===== config.mk =====
export PLATFORM = sky130hd
export DESIGN_NAME = mlp_inference_sequencer
export DESIGN_NICKNAME = d
export VERILOG_FILES = /design/src/rtl/mlp_inference_sequencer.sv
export SDC_FILE = /design/constraint.sdc
export NUM_CORES = 1
export LEC_CHECK = 0
export BUFFER_PORTS_ARGS = -buffer_cell sky130_fd_sc_hd__clkbuf_2
export CAP_MARGIN = 5
export CORE_ASPECT_RATIO = 1.5
export CORE_UTILIZATION = 30
export DETAILED_ROUTE_END_ITERATION = 7
export PLACE_DENSITY = 0.6
export SYNTH_ARGS = -nofsm -noshare
export SYNTH_HDL_FRONTEND = slang
export SYNTH_SLANG_ARGS = --single-unit

===== constraint.sdc =====
create_clock -name clk -period 2.1 [get_ports clk]
set_clock_uncertainty 0.2 [all_clocks]
set_input_delay 0.105 -clock clk [delete_from_list [all_inputs] [get_ports clk]]
set_output_delay 0.105 -clock clk [all_outputs]
set_load 0.02 [all_outputs]

===== src/rtl/mlp_inference_sequencer.sv =====
// ---------------------------------------------------------------------------
// mlp_inference_sequencer
//
// Purpose:
//   Sequences one MLP inference pass.
//   1. It streams the host's input features into layer 0 of neuron memory.
//   2. It raises run to the control unit and waits for mlp_done.
//   3. It lets the final output-neuron write drain.
//   4. It reads the output neuron and presents it on a valid/ready port.
//   The sequencer owns the neuron memory port in every phase except RUN.
//
// Optional feature (compile-time macro MLP_SEQ_WATCHDOG_EN):
//   When the macro is defined, a RUN-phase watchdog aborts the pass if
//   mlp_done does not arrive within WDOG_CYC cycles. The abort sets the
//   sticky error flag. When the macro is undefined, RUN waits indefinitely
//   and error is always 0.
//
// Ports:
//   clk, reset          clock (posedge); synchronous active-high reset
//   start, busy         host handshake; start is sampled in IDLE only
//   in_valid/in_ready   input feature stream (in_ready is high in LOAD only)
//   in_data             input feature word
//   nmem_we/addr/wdata  neuron memory write port (registered)
//   nmem_rdata          neuron memory read data, 1-cycle latency
//   run, mlp_done       control unit handshake
//   result_valid/ready  output neuron result handshake
//   result_data         output neuron value
//   error               watchdog timeout flag (sticky)
// ---------------------------------------------------------------------------
module mlp_inference_sequencer #(
  parameter int DATA_W    = 16,
  parameter int N_INPUTS  = 4,
  parameter int OUT_LAYER = 3,
  parameter int DRAIN_CYC = 2,
  parameter int WDOG_CYC  = 1024
) (
  input  logic              clk,
  input  logic              reset,
  input  logic              start,
  output logic              busy,
  input  logic              in_valid,
  output logic              in_ready,
  input  logic [DATA_W-1:0] in_data,
  output logic              nmem_we,
  output logic [11:0]       nmem_addr,
  output logic [DATA_W-1:0] nmem_wdata,
  input  logic [DATA_W-1:0] nmem_rdata,
  output logic              run,
  input  logic              mlp_done,
  output logic              result_valid,
  input  logic              result_ready,
  output logic [DATA_W-1:0] result_data,
  output logic              error
);

  typedef enum logic [2:0] {
    S_IDLE, S_LOAD, S_RUN, S_DRAIN, S_READ, S_CAPTURE, S_HOLD
  } state_e;

  localparam int              DRAIN_W    = (DRAIN_CYC > 1) ? $clog2(DRAIN_CYC) : 1;
  localparam logic [DRAIN_W-1:0] DRAIN_LAST = DRAIN_W'(DRAIN_CYC - 1);
  localparam logic [9:0]      IDX_LAST   = 10'(N_INPUTS - 1);
  // Output neuron lives at neuron 0 of layer OUT_LAYER: {layer, 6'b0, 4'b0}.
  localparam logic [11:0]     READ_ADDR  = {2'(OUT_LAYER), 10'd0};

  state_e               state_q, state_d;
  logic [9:0]           idx_q, idx_d;
  logic [DRAIN_W-1:0]   drain_q, drain_d;

  logic                 nmem_we_q, nmem_we_d;
  logic [11:0]          nmem_addr_q, nmem_addr_d;
  logic [DATA_W-1:0]    nmem_wdata_q, nmem_wdata_d;
  logic                 run_q, run_d;
  logic                 result_valid_q, result_valid_d;
  logic [DATA_W-1:0]    result_data_q, result_data_d;
  logic                 error_q, error_d;

  logic                 transfer;

`ifdef MLP_SEQ_WATCHDOG_EN
  localparam int             WDOG_W    = (WDOG_CYC > 1) ? $clog2(WDOG_CYC) : 1;
  localparam logic [WDOG_W-1:0] WDOG_LAST = WDOG_W'(WDOG_CYC - 1);
  logic [WDOG_W-1:0]    wdog_q, wdog_d;
  logic                 timeout;

  // The counter holds the number of completed RUN cycles. mlp_done on the
  // timeout cycle takes priority, so that pass completes normally.
  assign timeout = (state_q == S_RUN) && !mlp_done && (wdog_q == WDOG_LAST);
`else
  logic                 unused_wdog;
  assign unused_wdog = ^32'(WDOG_CYC);
`endif

  assign transfer = (state_q == S_LOAD) && in_valid;

  // ---- state register ----
  always_ff @(posedge clk) begin
    if (reset) begin
      state_q        <= S_IDLE;
      idx_q          <= '0;
      drain_q        <= '0;
      nmem_we_q      <= 1'b0;
      nmem_addr_q    <= '0;
      nmem_wdata_q   <= '0;
      run_q          <= 1'b0;
      result_valid_q <= 1'b0;
      result_data_q  <= '0;
      error_q        <= 1'b0;
`ifdef MLP_SEQ_WATCHDOG_EN
      wdog_q         <= '0;
`endif
    end else begin
      state_q        <= state_d;
      idx_q          <= idx_d;
      drain_q        <= drain_d;
      nmem_we_q      <= nmem_we_d;
      nmem_addr_q    <= nmem_addr_d;
      nmem_wdata_q   <= nmem_wdata_d;
      run_q          <= run_d;
      result_valid_q <= result_valid_d;
      result_data_q  <= result_data_d;
      error_q        <= error_d;
`ifdef MLP_SEQ_WATCHDOG_EN
      wdog_q         <= wdog_d;
`endif
    end
  end

  // ---- next-state logic ----
  always_comb begin
    state_d = state_q;
    idx_d   = idx_q;
    drain_d = drain_q;
`ifdef MLP_SEQ_WATCHDOG_EN
    wdog_d  = wdog_q;
`endif
    case (state_q)
      S_IDLE: begin
        if (start) begin
          state_d = S_LOAD;
          idx_d   = '0;
        end
      end
      S_LOAD: begin
        if (transfer) begin
          idx_d = idx_q + 10'd1;
          if (idx_q == IDX_LAST) begin
            state_d = S_RUN;
`ifdef MLP_SEQ_WATCHDOG_EN
            wdog_d  = '0;
`endif
          end
        end
      end
      S_RUN: begin
        if (mlp_done) begin
          state_d = S_DRAIN;
          drain_d = '0;
        end
`ifdef MLP_SEQ_WATCHDOG_EN
        else if (timeout) begin
          state_d = S_IDLE;
        end else begin
          wdog_d = wdog_q + 1'b1;
        end
`endif
      end
      S_DRAIN: begin
        if (drain_q == DRAIN_LAST) state_d = S_READ;
        else                       drain_d = drain_q + 1'b1;
      end
      S_READ:    state_d = S_CAPTURE;
      S_CAPTURE: state_d = S_HOLD;
      S_HOLD: begin
        if (result_valid_q && result_ready) state_d = S_IDLE;
      end
      default:   state_d = S_IDLE;
    endcase
  end

  // ---- output logic ----
  always_comb begin
    nmem_we_d      = transfer;
    nmem_addr_d    = nmem_addr_q;
    nmem_wdata_d   = nmem_wdata_q;
    if (transfer) begin
      nmem_addr_d  = {2'b00, idx_q};
      nmem_wdata_d = in_data;
    end else if (state_d == S_READ) begin
      nmem_addr_d  = READ_ADDR;
    end
    // The outputs are registered from state_d. This aligns each output with
    // the state the FSM enters on the same edge.
    run_d          = (state_d == S_RUN);
    result_valid_d = (state_d == S_HOLD);
    // nmem_rdata answers the READ-cycle address during CAPTURE.
    result_data_d  = (state_q == S_CAPTURE) ? nmem_rdata : result_data_q;
`ifdef MLP_SEQ_WATCHDOG_EN
    error_d = error_q;
    if ((state_q == S_IDLE) && start) error_d = 1'b0;
    else if (timeout)                 error_d = 1'b1;
`else
    error_d = 1'b0;
`endif
  end

  assign busy         = (state_q != S_IDLE);
  assign in_ready     = (state_q == S_LOAD);
  assign nmem_we      = nmem_we_q;
  assign nmem_addr    = nmem_addr_q;
  assign nmem_wdata   = nmem_wdata_q;
  assign run          = run_q;
  assign result_valid = result_valid_q;
  assign result_data  = result_data_q;
  assign error        = error_q;

endmodule

==> flow_metrics.tcl <==
set metrics [dict create \
    synthAdderAreaFrac_pct 0.536 \
    synth_xor_area_share_pct 1.13 \
    area_delta_synth_final_pct 49.7 \
    worstSetupStartpointType "flip-flop" \
    regArea_um2 1200 \
    multi_input_area_um2 1020 \
    synth_seq_cells 60 \
    postSynthCellCount 275 \
    drtAntennaViolNets 0 \
    yosys_warnings 0 \
    fp.dieW_um 74.0 \
    muxShareOfSynthArea_pct 0.643 \
    clock.fmax_mhz 512 \
    ff2ff_path_depth 4 \
    clockBufferDepth 2 \
    wl_met2_um 3230 \
    grt_use_total_pct 15.1 \
    start_util_pct 30.9 \
    avgSynthCellArea_um2 8.49 \
    critPathKind "flip-flop to output port" \
    r2r_setup_slack_ps 200 \
    ys_types 40 \
    final-setup-viol-count 0 \
    finalHoldViolCount 0 \
    hp-start "reset" \
    ir_worst_vdd_mv 0.356 \
    worstHoldEndpoint "idx_q[0]" \
    num_io_pins 88 \
    antenna_found_initial 0 \
    final_common_cell "clkbuf_2" \
    die_y_um 110 \
    postSynth.asyncResetShare_pct 0 \
    power_density_nw_per_um2 792 \
    worstPathRequired_ps 1790 \
    final-max-slew-violation-count 0 \
    synth-simple-area-share_pct 25.1 \
    diodes 0 \
    drt_wl_total_um 6180 \
    worstPathMaxFanout 13 \
    route.met3.wl_um 305 \
    drtPass1Iterations 4 \
    drive_above_1_share_pct 29.3 \
    clk_pin_slew_worst_paths_ps 50 \
    detail_route.wl_per_cell_um 12.3 \
    p_leak_nw 1.48 \
    cp-end-kind "output port" \
    drt_first_iter_violations 131 \
    tritoncts "done" \
    layout_common_cells "86 x clkbuf_2, 71 x nand2_1, 59 x dfxtp_1" \
    crit-reg2reg-capture "idx_q[5]" \
    r2r_start "state_q[2]" \
    cap_violations 0 \
    drc 0 \
    grt_max_degree 25 \
    worst_hold_path_type "primary input to flip-flop" \
    setup-tns-final_ps 0 \
    worst_slew_pin_slew_ps 538 \
    gp_congestion 0.866 \
    wl_met1_um 2460 \
    numCtsBuffers 9 \
    port-buffer-count 86 \
    nNetsFinal 434 \
    crit_arrival_ps 1650 \
    critPathMaxStageDelay_ps 560 \
    hold_depth 3 \
    clk-insertion-delay-late_ps 320 \
    root_buffer "clkbuf_16" \
    top_layer_used "met4" \
    post-place-ws_ps 198 \
    grt_pass1_wl_um 9090 \
    cpLargestDelayFamily "simple AND/OR/NAND/NOR gates" \
    synth_top_family_by_area "simple AND/OR/NAND/NOR gates" \
    fin_ws_ps 146 \
    slew_headroom_pct 64.0 \
    rows 39 \
    synth-edff-count 0 \
    final_cells 502 \
    routed_via_density 4.57 \
    grt_pass1_vias 1967 \
    synth-compound-area-share_pct 16.1 \
    n_fill_cell 740 \
    outcome "completed" \
    utilization_pct 46.2 \
    synth_area_um2 2330 \
    synth_ff_type "dfxtp_1" \
    synthesis.nets 314 \
    htree_num_levels 3 \
    globalRouteOverflowTotal 0 \
    cts.sinks 60 \
    crit_buf_inv 2 \
    dp_cells 451 \
    dpl.hpwl_um 4140 \
    fin_crit_ps 1950 \
    min_period_over_period_pct 93.0 \
    rsz0062_at_grt "false" \
    num_vias 2296 \
    path_cells "or3b_2 > inv_1 > clkbuf_2" \
    cp_slowest_cell "or3b_2" \
    core_um2 7560 \
    seq_area_frac_synth_pct 51.5 \
    whs_ps 54.2 \
    dieArea_um2 8140 \
]
## where the power goes
part	switching (W)	leakage [nW]	internal, W
Clock	0.000491	0.144	0.000887
Combinational	0.000110	0.849	0.000108
Sequential	0.0000139	0.485	0.00116
## synthesized netlist by cell type (4+ instances only)
cell       n  area (um^2)
nand2_1   71          267
a21oi_1   40          200
or3_1      4         25.0
nor2_1    13         48.8
clkbuf_1   9         33.8
a22o_1    10         87.6
nand3_1    5         25.0
buf_2      8         40.0
o21ai_0    6         30.0
nor3_1     4         20.0
nor2b_1    5         31.3
dfxtp_1   60         1200
## repair_timing
item	CTS	global route
hold endpoints to repair	35	0
gates resized for setup	1	0
setup endpoints to repair	1	0
setup buffers	0	0
hold buffers	35	0
## sequential cells by signal, indices dropped and copies added, names as in the netlist
register      count
drain_q           1
result_data      16
run               1
nmem_we           1
result_valid      1
nmem_addr        11
state_q           3
idx_q            10
nmem_wdata       16
## kinds of logic after synthesis
logic type	count (synthesis)
AO/OA/AOI/OAI	64
XOR/XNOR	3
adder cells (fa/ha/maj)	1
buffers and inverters	23
flip-flops	60
multiplexers	1
other	1
AND/OR/NAND/NOR	122
## stage by stage
stage	power [W]	area, um^2
after CTS	0.00280	3490
final	0.00277	3490
after global routing	0.00288	3490
after detailed placement	0.00136	2850
after floorplan	0.00129	2330
after global placement	0.00136	2850
## worst register-to-register path: stages (launching register included)
cell and delay (ps):
dfxtp_1 580, nor4b_1 130, or2_1 330, or4_1 520
nand2_1 70
## worst max path at each step
stage | startpoint | to | slack, ps | cells past startpoint
after detailed placement | state_q[0] | idx_q[5] | 200 | 4
final | state_q[2] | in_ready | 150 | 3
after global placement | state_q[0] | idx_q[5] | 250 | 4
after floorplan | state_q[2] | result_valid | 410 | 5
after CTS | state_q[0] | in_ready | 140 | 3
after global routing | state_q[2] | in_ready | 80 | 3
## routing by layer
| layer | track usage, % | vias up |
|---|---|---|
| met4 | 9.62 | 0 |
| li1 | - | 1173 |
| met1 | 16.2 | 1039 |
| met2 | 24.7 | 71 |
| met5 | 0 | - |
| met3 | 5.45 | 13 |
## area by class of cell
class	instances	area share (%)
sequential	60	34.4
multi-input combinational	192	29.2
timing repair buffer	129	24.1
clock buffer	12	7.63
tap	102	3.65
clock inverter	4	0.645
inverter	3	0.322
No activity file was read; power rests on OpenSTA's default activity.
